### config.mk
export PLATFORM = sky130hd
export DESIGN_NAME = or_in_packer
export DESIGN_NICKNAME = d
export VERILOG_FILES = /design/src/rtl/or_in_packer.sv
export SDC_FILE = /design/constraint.sdc
export NUM_CORES = 1
export LEC_CHECK = 0
export CORE_ASPECT_RATIO = 1.4
export CORE_UTILIZATION = 62
export DETAILED_ROUTE_END_ITERATION = 6
export DONT_BUFFER_PORTS = 1
export HOLD_SLACK_MARGIN = 0.08
export PLACE_DENSITY = 0.84
export SLEW_MARGIN = 5
export SYNTH_ARGS = -nofsm -noshare
export SYNTH_HDL_FRONTEND = slang
export SYNTH_SLANG_ARGS = --single-unit
### constraint.sdc
create_clock -name clk -period 12.4 [get_ports clk]
set_input_delay 1.86 -clock clk [delete_from_list [all_inputs] [get_ports clk]]
set_output_delay 1.86 -clock clk [all_outputs]
set_load 0.005 [all_outputs]
### src/rtl/or_in_packer.sv
// rtl/or_in_packer.sv - operand packer and result checker in front of an OR reduction tree
//
// Collects NUMBER_INPUT operand words of BIT bits from a valid/ready stream.
// When the last word of a frame arrives, the whole frame is loaded into IN on
// one clock edge, so the OR tree never sees a partial frame. RESULT_LAT edges
// later the tree output is captured into r_data and offered on a valid/ready
// result port. The captured value is also compared against an OR that is
// accumulated locally as the words arrive. Any difference sets a sticky error flag.
//
// Ports:
//   clk      clock; all state changes on the rising edge
//   rst      asynchronous active-high reset
//   s_valid  operand word valid
//   s_ready  packer can accept a word (high only while filling a frame)
//   s_data   operand word, BIT bits
//   IN       packed frame to the OR tree; word k is at IN[k*BIT +: BIT]
//   res_in   output of the OR tree
//   r_valid  captured result available
//   r_ready  result consumer accepts
//   r_data   captured result, BIT bits
//   err      sticky result mismatch flag; only rst clears it

module or_in_packer #(
  parameter int BIT          = 19,
  parameter int NUMBER_INPUT = 8,
  parameter int RESULT_LAT   = 1
) (
  input  logic                        clk,
  input  logic                        rst,
  input  logic                        s_valid,
  output logic                        s_ready,
  input  logic [BIT-1:0]              s_data,
  output logic [NUMBER_INPUT*BIT-1:0] IN,
  input  logic [BIT-1:0]              res_in,
  output logic                        r_valid,
  input  logic                        r_ready,
  output logic [BIT-1:0]              r_data,
  output logic                        err
);

  localparam int IDX_W    = $clog2(NUMBER_INPUT);
  localparam int WCNT_W   = (RESULT_LAT > 1) ? $clog2(RESULT_LAT) : 1;
  // The final word of a frame goes directly into IN, so the shadow holds only N-1 slots.
  localparam int SHADOW_W = (NUMBER_INPUT - 1) * BIT;

  localparam logic [IDX_W-1:0]  LAST_IDX  = IDX_W'(NUMBER_INPUT - 1);
  localparam logic [WCNT_W-1:0] LAST_WCNT = WCNT_W'(RESULT_LAT - 1);

  typedef enum logic [1:0] {
    ST_FILL = 2'd0,
    ST_WAIT = 2'd1,
    ST_HOLD = 2'd2
  } state_t;

  state_t                      r_state;
  logic [IDX_W-1:0]            r_idx;
  logic [WCNT_W-1:0]           r_wcnt;
  logic [BIT-1:0]              r_acc;
  logic [BIT-1:0]              r_exp;
  logic [SHADOW_W-1:0]         r_shadow;
  logic [NUMBER_INPUT*BIT-1:0] r_in;
  logic                        r_sready;
  logic                        r_rvalid;
  logic [BIT-1:0]              r_rdata;
  logic                        r_err;

  logic w_xfer;
  logic w_last;

  // r_sready is high only in ST_FILL, so a transfer cannot occur in any other state.
  assign w_xfer = s_valid & r_sready;
  assign w_last = (r_idx == LAST_IDX);

  always_ff @(posedge clk or posedge rst) begin
    if (rst) begin
      r_state  <= ST_FILL;
      r_idx    <= '0;
      r_wcnt   <= '0;
      r_acc    <= '0;
      r_exp    <= '0;
      r_shadow <= '0;
      r_in     <= '0;
      r_sready <= 1'b1;
      r_rvalid <= 1'b0;
      r_rdata  <= '0;
      r_err    <= 1'b0;
    end else begin
      case (r_state)
        ST_FILL: begin
          if (w_xfer) begin
            if (w_last) begin
              // Load the whole frame on this edge: the shadow slots plus the word
              // arriving now.
              r_in     <= {s_data, r_shadow};
              r_exp    <= r_acc | s_data;
              r_acc    <= '0;
              r_idx    <= '0;
              r_wcnt   <= '0;
              r_sready <= 1'b0;
              r_state  <= ST_WAIT;
            end else begin
              for (int k = 0; k < NUMBER_INPUT - 1; k++) begin
                if (r_idx == IDX_W'(k)) begin
                  r_shadow[k*BIT +: BIT] <= s_data;
                end
              end
              r_acc <= r_acc | s_data;
              r_idx <= r_idx + IDX_W'(1);
            end
          end
        end

        ST_WAIT: begin
          // The wait counter starts at 0 on the edge that loads IN. So this
          // capture happens exactly RESULT_LAT edges after that load.
          if (r_wcnt == LAST_WCNT) begin
            r_rdata  <= res_in;
            r_rvalid <= 1'b1;
            if (res_in != r_exp) begin
              r_err <= 1'b1;
            end
            r_state  <= ST_HOLD;
          end else begin
            r_wcnt <= r_wcnt + WCNT_W'(1);
          end
        end

        ST_HOLD: begin
          // s_ready goes high again only after this edge. The next frame
          // therefore cannot start in the same cycle that the result is consumed.
          if (r_ready) begin
            r_rvalid <= 1'b0;
            r_sready <= 1'b1;
            r_state  <= ST_FILL;
          end
        end

        default: begin
          r_state  <= ST_FILL;
          r_idx    <= '0;
          r_acc    <= '0;
          r_sready <= 1'b1;
          r_rvalid <= 1'b0;
        end
      endcase
    end
  end

  assign s_ready = r_sready;
  assign IN      = r_in;
  assign r_valid = r_rvalid;
  assign r_data  = r_rdata;
  assign err     = r_err;

endmodule

==> flow_summary.ini <==
[outcome]
outcome = finished, final reports clean

[layout]
areaGrowthSynthToFinish_pct = 8.022
fin_nets = 919
fill_cells = 1437
drive_gt1_share_pct = 42.42
diodes = 0
multi_input_area_mm2 = 0.004563
regArea_mm2 = 0.008760

[critical_path]
cp-end-kind = async pin
ff2ff_setup_slack_ps = 9010
rr_startpoint = r_idx[1]
r2r_cells = 6
critPathRequiredTime_ps = 12920
worstPathArrival_ps = 4250
critPathCapture = IN[118]
path_max_fanout = 114
startpoint_type = input port
critPathKind = in2async
cp-startpoint = rst
r2r_end = IN[123]

[synthesis]
ys_seq_area_share_pct = 64.04
synthArstFlopShare_pct = 100.0
synth_ff_type = dfrtp_1
synth_area_leaders = dfrtp_1 64%, mux2_2 23%, mux2_4 2.2%, nor2_1 0.96%, ha_1 0.91%
synth_cell_types = 38
yosysTopAreaCellShare_pct = 63.85
synth_most_common_cell = dfrtp_1
synthesis.instances = 882
synth_common_cells = 349 x dfrtp_1, 285 x mux2_2, 35 x nor2_1
ys_ff_latch = 350
yosysWarnings = 0
syn_area_per_cell_um2 = 15.51
synth_nets = 934
netlist_area_mm2 = 0.01368
yosys.area.top_type = dfrtp_1
synth_enable_flop_cells = 0

[timing]
slew-limit-headroom_pct = 20.02
finalCritPeriodShare_pct = 30.06
layout_min_cycle_time_ps = 3728
timing.hold.ws_ps = 495.9
finalSetupTns_ps = 0
rsz0062_at_grt = false
timing.fmax_ghz = 0.2682
finalClockSkew_ps = 12.82
setup_violations = 0
timing.final.max_slew_violations = 0
setup_slack_ps = 8672
finalHoldViolCount = 0
worst_pin_slew_ps = 1200

[floorplanning]
rows = 63
start_util_pct = 63.80
die_h_um = 177.7
core-area_mm2 = 0.02144
die_area_mm2 = 0.02267
die_w_um = 127.5
ioPinCount = 216

[run]
maxCapViolations = 0

[global_route]
grt_usage_pct = 24.48
grt_max_degree = 115
overflow = 0
grt_pass1_wl_um = 42140
antenna_found_initial = 0
grt_pass1_vias = 7370

[power]
p_leak_nw = 7.107
powerDensity_mw_per_mm2 = 242.4
peakVddDrop_mv = 0.1492

[clock_tree]
cts-resized-gates = 0
cts_buffers = 30
clk_pin_slew_worst_paths_ps = 60
cts_hold_buffers = 0
htree_levels = 1
cts_buffer_depth = 3
cts-root-buf = clkbuf_16
cts.sinks = 350
post_cts_buffers = 0
clk-insertion-delay-late_ps = 550
tritoncts = done

[route]
wire_per_inst_um = 22.73
route.detailed.drc = 0
viasPerCell = 5.830
ant_nets = 0
drt_iter0_drc = 379
first_pass_iters = 6
vias = 6897
drt_wl_total_um = 26890

[placed_design]
dp_slack_ps = 7979
io_buffers = 0
dp_hpwl_um = 17160
gp_congestion = 0.7321

[worst_hold_path]
hold_path.class = reg2reg
worstHoldPathCells = 2
[stage by stage]
stage	area, um^2	util, %	power, mW	cells
2_1_floorplan	13680	-	2.494	882
3_3_place_gp	13800	64.37	2.631	1127
3_5_place_dp	13800	64.37	2.697	1127
4_1_cts	14780	68.91	3.617	1183
5_1_grt	14780	68.91	3.780	1183
6_report	14780	68.91	3.581	1183
[worst min path at each step]
stage / slack, ps / startpoint / endpoint
2_1_floorplan: 460 / r_acc[10] / r_acc[10]
3_5_place_dp: 480 / r_acc[8] / r_acc[8]
6_report: 500 / r_acc[15] / r_acc[15]
5_1_grt: 520 / r_shadow[44] / r_shadow[44]
3_3_place_gp: 480 / r_acc[8] / r_acc[8]
4_1_cts: 500 / r_acc[15] / r_acc[15]
[placed cells by master, fill, tap and decap left out, drive strengths merged, types with 10 or more instances in the layout]
master | synthesis | final
dfrtp | 349 | 349
mux2 | 305 | 305
clkbuf | 17 | 47
nor2 | 38 | 38
nand2 | 26 | 26
o21ai | 21 | 21
a21oi | 17 | 17
xnor2 | 12 | 12
buf | 41 | 11
ha | 10 | 10
[where the power goes]
group	leakage [nW]	switching [mW]	internal, mW	total [mW]
Combinational	2.09	0.272	0.440	0.712
Sequential	4.52	0.336	1.63	1.96
Clock	0.490	0.395	0.512	0.907
Total	7.11	1.00	2.58	3.58
[per-layer routing]
layer / vias to the layer above / track usage [%] / wire length, um
met5: - / 0 / 0
li1: 3021 / - / -
met3: 40 / 6.090 / 1912
met2: 202 / 42.58 / 13830
met1: 3634 / 30.22 / 10500
met4: 0 / 7.093 / 643
[registers in the layout, summed over array words and instances (netlist names)]
register	flops
r_state	2
r_acc	19
err	1
r_shadow	133
r_idx	3
r_valid	1
r_data	19
s_ready	1
r_exp	19
IN	152
[kinds of logic (layout without fill, tap and decap cells)]
group                      after synthesis  count (layout)  share of synthesized area (%)
xor gates and xnor gates                19              19                          1.217
AOI/OAI and AO/OA                       51              51                          2.177
muxes                                  305             305                          25.66
and+or+nand+nor                         83              83                          3.321
DFF                                    350             350                          64.04
buffers and inverters                   64              73                          2.671
adders and majority gates               10              10                         0.9147
[worst max-delay path: stages]
cell and delay [ps]:
inv_8 500, buf_4 860, buf_4 920
[layout make-up]
type                            count  share of cell area (%)
Clock buffer                       47                   6.266
Clock inverter                      9                  0.3303
Inverter                            6                  0.2032
Multi-Input combinational cell    468                   30.88
Sequential cell                   350                   59.29
Tap cell                          292                   2.473
Timing Repair Buffer               11                  0.5589
No activity file was read; power rests on OpenSTA's default activity.
